### src/rtl/inst_fetch_req_way0_pkg.sv
// Shared types and constants for the way0 instruction-fetch request stage.
// Optional feature macro used by this slice: INST_FETCH_REQ_PERF_CNT_EN.
package if_pkg;

    localparam int XLEN = 32;

    // PC value loaded on reset unless the top overrides RESET_PC.
    localparam logic [XLEN-1:0] DEFAULT_RESET_PC = 32'h8000_0000;

    // Raw state encodings, kept as plain constants for older tooling.
    localparam logic [0:0] ST_RUN   = 1'b0;
    localparam logic [0:0] ST_FLUSH = 1'b1;

    typedef enum logic [0:0] {
        RUN   = ST_RUN,
        FLUSH = ST_FLUSH
    } fetch_state_t;

endpackage

### src/rtl/inst_fetch_req_way0_if.sv
// Instruction-memory bus between the fetch request stage and memory.
//
// Handshake: the fetch stage holds request_o with a stable instAddr_fetch_o;
// a request is accepted in any cycle where request_o and grant_i are both
// high. Each accepted request is answered later by exactly one cycle with
// rvalid_i high carrying rdata_i, in the same order as the grants. There is
// no backpressure on responses: the fetch stage always takes rvalid_i.
interface inst_fetch_req_way0_if;

    logic                     request_o;
    logic [if_pkg::XLEN-1:0]  instAddr_fetch_o;
    logic                     grant_i;
    logic                     rvalid_i;
    logic [if_pkg::XLEN-1:0]  rdata_i;

    // Fetch-stage side.
    modport master (
        output request_o,
        output instAddr_fetch_o,
        input  grant_i,
        input  rvalid_i,
        input  rdata_i
    );

    // Instruction-memory side.
    modport slave (
        input  request_o,
        input  instAddr_fetch_o,
        output grant_i,
        output rvalid_i,
        output rdata_i
    );

endinterface

### src/rtl/inst_fetch_req_way0_addr_queue.sv
// Small in-order FIFO holding the addresses of requests that memory has
// accepted but not yet answered. Up to 4 entries; DEPTH selects how many
// are used. clear wins over push/pop; pop on empty and push on full
// (without a simultaneous pop) are ignored.
module if_addr_queue
    import if_pkg::*;
#(
    parameter int DEPTH = 2,
    parameter int W     = XLEN
) (
    input  logic         clk,
    input  logic         reset_n,
    input  logic         push,
    input  logic [W-1:0] push_data,
    input  logic         pop,
    input  logic         clear,
    output logic [W-1:0] head,
    output logic [2:0]   count
);

    localparam logic [2:0] DEPTH_L = 3'(DEPTH);
    localparam logic [1:0] LAST_L  = 2'(DEPTH - 1);

    logic [W-1:0] mem [0:3];
    logic [1:0]   rd_ptr;
    logic [1:0]   wr_ptr;
    logic         do_pop;
    logic         do_push;

    assign do_pop  = pop && (count != 3'd0);
    assign do_push = push && ((count < DEPTH_L) || do_pop);
    assign head    = mem[rd_ptr];

    // Pointers wrap at DEPTH, which need not be a power of two.
    function automatic logic [1:0] next_ptr(input logic [1:0] p);
        return (p == LAST_L) ? 2'd0 : p + 2'd1;
    endfunction

    // Storage, pointers and occupancy.
    always_ff @(posedge clk or negedge reset_n) begin
        if (!reset_n) begin
            for (int i = 0; i < 4; i++) begin
                mem[i] <= '0;
            end
            rd_ptr <= 2'd0;
            wr_ptr <= 2'd0;
            count  <= 3'd0;
        end else if (clear) begin
            rd_ptr <= 2'd0;
            wr_ptr <= 2'd0;
            count  <= 3'd0;
        end else begin
            if (do_push) begin
                mem[wr_ptr] <= push_data;
                wr_ptr      <= next_ptr(wr_ptr);
            end
            if (do_pop) begin
                rd_ptr <= next_ptr(rd_ptr);
            end
            case ({do_push, do_pop})
                2'b10:   count <= count + 3'd1;
                2'b01:   count <= count - 3'd1;
                default: count <= count;
            endcase
        end
    end

endmodule

### src/rtl/inst_fetch_req_way0.sv
// Way0 instruction-fetch request stage: owns the PC, issues in-order
// requests to instruction memory, pairs responses with their addresses and
// hands {inst, addr, valid} to the fetch buffer. A jump reloads the PC and
// discards any responses still in flight (FLUSH state).
// Optional feature macro: INST_FETCH_REQ_PERF_CNT_EN adds perfIssued_o and
// perfDropped_o event counters.
// MAX_OUTSTANDING legal range is 1..4 and must not exceed the downstream
// buffer slack, since ready_i does not stall responses already in flight.
module inst_fetch_req_way0
    import if_pkg::*;
#(
    parameter logic [XLEN-1:0] RESET_PC        = DEFAULT_RESET_PC,
    parameter int              PC_STEP         = 4,
    parameter int              MAX_OUTSTANDING = 2
) (
    input  logic                  clk,
    input  logic                  reset_n,
    input  logic                  jumpFlag_i,
    input  logic [XLEN-1:0]       jumpAddr_i,
    input  logic                  ready_i,
    inst_fetch_req_way0_if.master mem,
    output logic                  valid_o,
    output logic [XLEN-1:0]       inst_fetch_o,
    output logic [XLEN-1:0]       instAddr_o,
`ifdef INST_FETCH_REQ_PERF_CNT_EN
    output logic [31:0]           perfIssued_o,
    output logic [31:0]           perfDropped_o,
`endif
    output fetch_state_t          dbg_state,
    output logic [2:0]            dbg_outstanding
);

    localparam logic [2:0]      MAX_OUT_L = 3'(MAX_OUTSTANDING);
    localparam logic [XLEN-1:0] STEP_L    = XLEN'(PC_STEP);

    logic [XLEN-1:0] pc;
    fetch_state_t    state;
    logic [2:0]      drop_cnt;
    logic [2:0]      q_count;
    logic [XLEN-1:0] q_head;
    logic [2:0]      outstanding;
    logic [2:0]      drop_next;
    logic            issue;
    logic            resp_hit;
    logic            q_pop;

    // In FLUSH the queue is already cleared and the drop counter is the
    // number of responses still owed by memory.
    assign outstanding = (state == FLUSH) ? drop_cnt : q_count;

    assign mem.request_o        = (state == RUN) && ready_i && !jumpFlag_i
                                  && (outstanding < MAX_OUT_L);
    assign mem.instAddr_fetch_o = pc;

    assign issue     = mem.request_o && mem.grant_i;
    // A response with nothing outstanding is a protocol error and is ignored.
    assign resp_hit  = mem.rvalid_i && (outstanding != 3'd0);
    assign drop_next = outstanding - {2'b00, resp_hit};
    assign q_pop     = (state == RUN) && !jumpFlag_i && resp_hit;

    assign dbg_state       = state;
    assign dbg_outstanding = outstanding;

    if_addr_queue #(
        .DEPTH (MAX_OUTSTANDING),
        .W     (XLEN)
    ) u_addr_queue (
        .clk       (clk),
        .reset_n   (reset_n),
        .push      (issue),
        .push_data (pc),
        .pop       (q_pop),
        .clear     (jumpFlag_i),
        .head      (q_head),
        .count     (q_count)
    );

    // Program counter: redirect on jump, otherwise advance on each issue.
    always_ff @(posedge clk or negedge reset_n) begin
        if (!reset_n) begin
            pc <= RESET_PC;
        end else if (jumpFlag_i) begin
            pc <= jumpAddr_i;
        end else if (issue) begin
            pc <= pc + STEP_L;
        end
    end

    // RUN/FLUSH control and count of stale responses to discard.
    always_ff @(posedge clk or negedge reset_n) begin
        if (!reset_n) begin
            state    <= RUN;
            drop_cnt <= 3'd0;
        end else if (jumpFlag_i) begin
            drop_cnt <= drop_next;
            state    <= (drop_next != 3'd0) ? FLUSH : RUN;
        end else if ((state == FLUSH) && resp_hit) begin
            drop_cnt <= drop_cnt - 3'd1;
            if (drop_cnt == 3'd1) begin
                state <= RUN;
            end
        end
    end

    // Delivery register: one-cycle valid pulse, data holds between pulses.
    always_ff @(posedge clk or negedge reset_n) begin
        if (!reset_n) begin
            valid_o      <= 1'b0;
            inst_fetch_o <= '0;
            instAddr_o   <= '0;
        end else begin
            valid_o <= q_pop;
            if (q_pop) begin
                inst_fetch_o <= mem.rdata_i;
                instAddr_o   <= q_head;
            end
        end
    end

`ifdef INST_FETCH_REQ_PERF_CNT_EN
    // Event counters for accepted requests and discarded responses.
    always_ff @(posedge clk or negedge reset_n) begin
        if (!reset_n) begin
            perfIssued_o  <= '0;
            perfDropped_o <= '0;
        end else begin
            if (issue) begin
                perfIssued_o <= perfIssued_o + 32'd1;
            end
            if (resp_hit && (jumpFlag_i || (state == FLUSH))) begin
                perfDropped_o <= perfDropped_o + 32'd1;
            end
        end
    end
`endif

endmodule

### src/flat_wrapper.sv
// flat-port wrapper written by rule: the top's interface ports become plain ports
module inst_fetch_req_way0_flat import if_pkg::*;
#(
    parameter logic [XLEN-1:0] RESET_PC        = DEFAULT_RESET_PC,
    parameter int              PC_STEP         = 4,
    parameter int              MAX_OUTSTANDING = 2
)
  (clk, reset_n, jumpFlag_i, jumpAddr_i, ready_i, valid_o, inst_fetch_o, instAddr_o, dbg_state, dbg_outstanding, mem_request_o, mem_instAddr_fetch_o, mem_grant_i, mem_rvalid_i, mem_rdata_i);
  inst_fetch_req_way0_if mem_i ();
  input  logic clk;
  input  logic reset_n;
  input  logic jumpFlag_i;
  input  logic [XLEN-1:0] jumpAddr_i;
  input  logic ready_i;
  output logic valid_o;
  output logic [XLEN-1:0] inst_fetch_o;
  output logic [XLEN-1:0] instAddr_o;
  output fetch_state_t dbg_state;
  output logic [2:0] dbg_outstanding;
  output wire logic [$bits(mem_i.request_o)-1:0] mem_request_o;
  output wire logic [$bits(mem_i.instAddr_fetch_o)-1:0] mem_instAddr_fetch_o;
  input wire logic [$bits(mem_i.grant_i)-1:0] mem_grant_i;
  input wire logic [$bits(mem_i.rvalid_i)-1:0] mem_rvalid_i;
  input wire logic [$bits(mem_i.rdata_i)-1:0] mem_rdata_i;
  assign mem_request_o = mem_i.request_o;
  assign mem_instAddr_fetch_o = mem_i.instAddr_fetch_o;
  assign mem_i.grant_i = mem_grant_i;
  assign mem_i.rvalid_i = mem_rvalid_i;
  assign mem_i.rdata_i = mem_rdata_i;
  inst_fetch_req_way0 #(.RESET_PC(RESET_PC), .PC_STEP(PC_STEP), .MAX_OUTSTANDING(MAX_OUTSTANDING)) u_core (.clk(clk), .reset_n(reset_n), .jumpFlag_i(jumpFlag_i), .jumpAddr_i(jumpAddr_i), .ready_i(ready_i), .mem(mem_i), .valid_o(valid_o), .inst_fetch_o(inst_fetch_o), .instAddr_o(instAddr_o), .dbg_state(dbg_state), .dbg_outstanding(dbg_outstanding));
endmodule
### config.mk
export PLATFORM = sky130hd
export DESIGN_NAME = inst_fetch_req_way0_flat
export DESIGN_NICKNAME = d
export VERILOG_FILES = /design/src/rtl/inst_fetch_req_way0_pkg.sv /design/src/rtl/inst_fetch_req_way0_if.sv /design/src/rtl/inst_fetch_req_way0_addr_queue.sv /design/src/rtl/inst_fetch_req_way0.sv /design/src/flat_wrapper.sv
export SDC_FILE = /design/constraint.sdc
export NUM_CORES = 1
export LEC_CHECK = 0
export CAP_MARGIN = 0
export CORE_ASPECT_RATIO = 0.9
export CORE_MARGIN = 3
export CORE_UTILIZATION = 35
export CTS_CLUSTER_DIAMETER = 30
export CTS_CLUSTER_SIZE = 10
export DETAILED_ROUTE_END_ITERATION = 10
export PLACE_DENSITY = 0.55
export SYNTH_ARGS = -nofsm -noshare
export SYNTH_HDL_FRONTEND = slang
export SYNTH_SLANG_ARGS = --single-unit
export TNS_END_PERCENT = 1
### constraint.sdc
create_clock -name clk -period 3 [get_ports clk]
set_clock_uncertainty 0.2 [all_clocks]
set_input_delay 0.3 -clock clk [delete_from_list [all_inputs] [get_ports clk]]
set_output_delay 0.3 -clock clk [all_outputs]
set_load 0.02 [all_outputs]
==> results.cfg <==
[worst_setup_path]
start_kind = flip-flop
end_kind = output port
worstSetupPathType = reg2out
worstPathMaxFanout = 10
cp.required_ns = 2.50
path_cells = buf_4 -> mux2i_1 -> inv_1 -> clkdlybuf4s50_1
crit_buf_inv = 3
slowest_delay_ns = 0.62
worstPathArrival_ns = 2.26
slowest_stage = dfrtp_1
crit_family = buffers and inverters

[run]
cap_violations = 0

[final_layout]
fin_nets = 1102
syn_to_final_growth_pct = 39.4
layout-drive-gt1-share_pct = 31.6
final_common_cell = dfrtp_1
final_area_mm2 = 0.0149
antenna_cells = 0
final_cell_mix = dfrtp_1, clkdlybuf4s50_1, mux2_2

[global_routing]
met1_usage_pct = 23.8
grt_antenna_before_repair = 1
grtUsageMet3_pct = 3.89
use_met2_pct = 26.3
overflow = 0
grt_util_all_layers_pct = 16.9
grt_pass1_wl_um = 43600
grt_pass1_vias = 7562
grt_start_max_net_pins = 78
grt-busiest-layer = met2

[place]
numPortBuffers = 171
gp_congestion = 0.753
place_hpwl_um = 18200
dpl-instance-area_mm2 = 0.0129

[die]
die_h_um = 172
core_mm2 = 0.0300
dieArea_mm2 = 0.0328
rows = 60
start_util_pct = 35.7
die_w_um = 190
io_pins = 172

[routing]
ant_nets = 0
wl_per_cell_um = 18.8
initialDrtViolationCount = 323
drc = 0
routed_wl_um = 27700
vias_per_cell = 4.97
first_pass_iters = 6
num_vias = 7336

[clock_network]
clock_sinks = 236
htreeDepth = 2
clockBufferDepth = 3
cts_tree = yes
cts.hold.buffers_added = 2
cts_buffers = 56
post_cts_buffers = 0
cts-root-buf = clkbuf_16
worstSkewPairLatency_ns = 0.54
clk_pin_slew_ns = 0.05
cts.repair.resized = 0

[timing]
fin_setup_tns_ns = 0
slew-limit-headroom_pct = 49.0
worst_pin_slew_ns = 0.762
max_freq_mhz = 362
fin_crit_ns = 2.76
maxSlewViolCount = 0
hold_violations = 0
grt_setup_unrepaired = no
min_period_over_period_pct = 92.0
setup_viol = 0

[synthesis]
ys_warn_count = 0
ys_seq_area_share_pct = 55.1
syn_area_per_cell_um2 = 13.1
syn_inst = 818
syn_nets = 894
synth_edf_count = 0
syn_area_mm2 = 0.0107
ys_types = 62
synthFlopType = dfrtp_1
synth-seq-cells = 236
async_flop_share_pct = 100

[power]
vdd_drop_max_uv = 466
power-per-cell-area_mw_per_mm2 = 885
leakagePower_nw = 6.84

[outcome]
status = complete, no violations

[min_path]
holdCritPathClass = in2reg
-- kinds of logic (layout without fill, tap and decap cells) --
group | Yosys count | count (layout) | synth area share [%]
buffers and inverters | 62 | 316 | 3.37
DFF | 236 | 236 | 55.1
muxes | 197 | 197 | 24.0
AOI/OAI and AO/OA | 70 | 70 | 4.53
xor gates and xnor gates | 14 | 14 | 1.14
and+or+nand+nor | 233 | 233 | 11.1
adders and majority gates | 6 | 6 | 0.771
-- cell usage after synthesis (all sizes together), types with 2 or more instances --
master | number | share of area [%]
inv | 11 | 0.39
a21oi | 9 | 0.42
nand2 | 146 | 5.2
mux2i | 8 | 0.75
o311ai | 13 | 1.1
nor4 | 4 | 0.49
ha | 5 | 0.58
a31oi | 4 | 0.23
a221o | 2 | 0.19
a22oi | 2 | 0.14
and3 | 5 | 0.29
or4 | 2 | 0.14
mux4 | 32 | 6.7
nand4 | 13 | 1.0
o221ai | 4 | 0.44
nor2b | 2 | 0.12
nor2 | 21 | 0.78
nor3 | 5 | 0.49
or3 | 5 | 0.34
xor2 | 5 | 0.41
o21ai | 24 | 1.1
clkbuf | 21 | 1.2
buf | 27 | 1.3
mux2 | 157 | 16
nand3 | 21 | 1.3
o211ai | 6 | 0.42
and4 | 3 | 0.27
and2 | 3 | 0.19
a211o | 2 | 0.16
dfrtp | 235 | 55
xnor2 | 9 | 0.74
-- state kept, by name (all words and copies together), names as in the netlist --
signal and count:
u_core.u_addr_queue.count 3, u_core.instAddr_o 32, u_core.dbg_state 1, u_core.u_addr_queue.rd_ptr 2
u_core.u_addr_queue.mem 128, u_core.valid_o 1, u_core.mem.instAddr_fetch_o 32, u_core.inst_fetch_o 32
u_core.u_addr_queue.wr_ptr 2, u_core.drop_cnt 3
-- final cells by class --
class / count / area (um2)
Clock buffer: 71 / 1580
Multi-Input combinational cell: 520 / 4450
Tap cell: 403 / 504
Fill cell: 2666 / 15100
Inverter: 11 / 41.3
Sequential cell: 236 / 5910
Clock inverter: 33 / 414
Timing Repair Buffer: 201 / 2040
-- stage by stage --
step                      setup slack, ns  utilization [%]  instances  hold slack (ns)  power (mW)
after floorplan                     0.357                -        818           -0.196        5.80
after global placement              0.336             43.1       1369            0.139        7.01
after detailed placement            0.266             43.1       1369            0.135        7.05
after CTS                           0.188             49.8       1475           0.0677        13.4
after global routing                0.102             49.8       1475           0.0816        13.8
final                               0.239             49.8       1475           0.0979        13.2
-- path summary, 6_finish.rpt --
check                                                  start  cells after the start  slack, ns                               to
worst max-delay path                        u_core.dbg_state                      4       0.24               dbg_outstanding[1]
worst min register to register        u_core.inst_fetch_o[8]                      2       0.27           u_core.inst_fetch_o[8]
worst max register to register  u_core.u_addr_queue.count[1]                      7       0.56     u_core.u_addr_queue.count[2]
worst min-delay path                         mem_rdata_i[21]                      3        0.1          u_core.inst_fetch_o[21]
min in group asynchronous                            reset_n                      2       0.15            u_core.instAddr_o[16]
max in group asynchronous                            reset_n                      3       1.61  u_core.mem.instAddr_fetch_o[31]
-- per-layer routing --
| layer | routed length, um | vias up | share of wire (%) |
|---|---|---|---|
| li1 | - | 3391 | - |
| met1 | 12800 | 3715 | 46 |
| met2 | 12800 | 183 | 46 |
| met3 | 1640 | 45 | 5.9 |
| met4 | 491 | 2 | 1.8 |
| met5 | 13 | - | 0.047 |
-- worst register-to-register path, stage by stage, from the launching register on --
cell and delay [ns]:
dfrtp_1 0.45, or3_1 0.43, nand3_2 0.16, nor2_1 0.08, fa_1 0.37, or3_1 0.40, a21o_1 0.17, a21oi_1 0.11
-- power breakdown --
part | internal (mW) | leakage (nW) | switching [mW]
clock network | 4.38 | 0.970 | 1.86
registers | 3.84 | 3.13 | 0.483
logic | 1.43 | 2.74 | 1.23
total | 9.65 | 6.84 | 3.57
(Power assumes the default switching activity.)
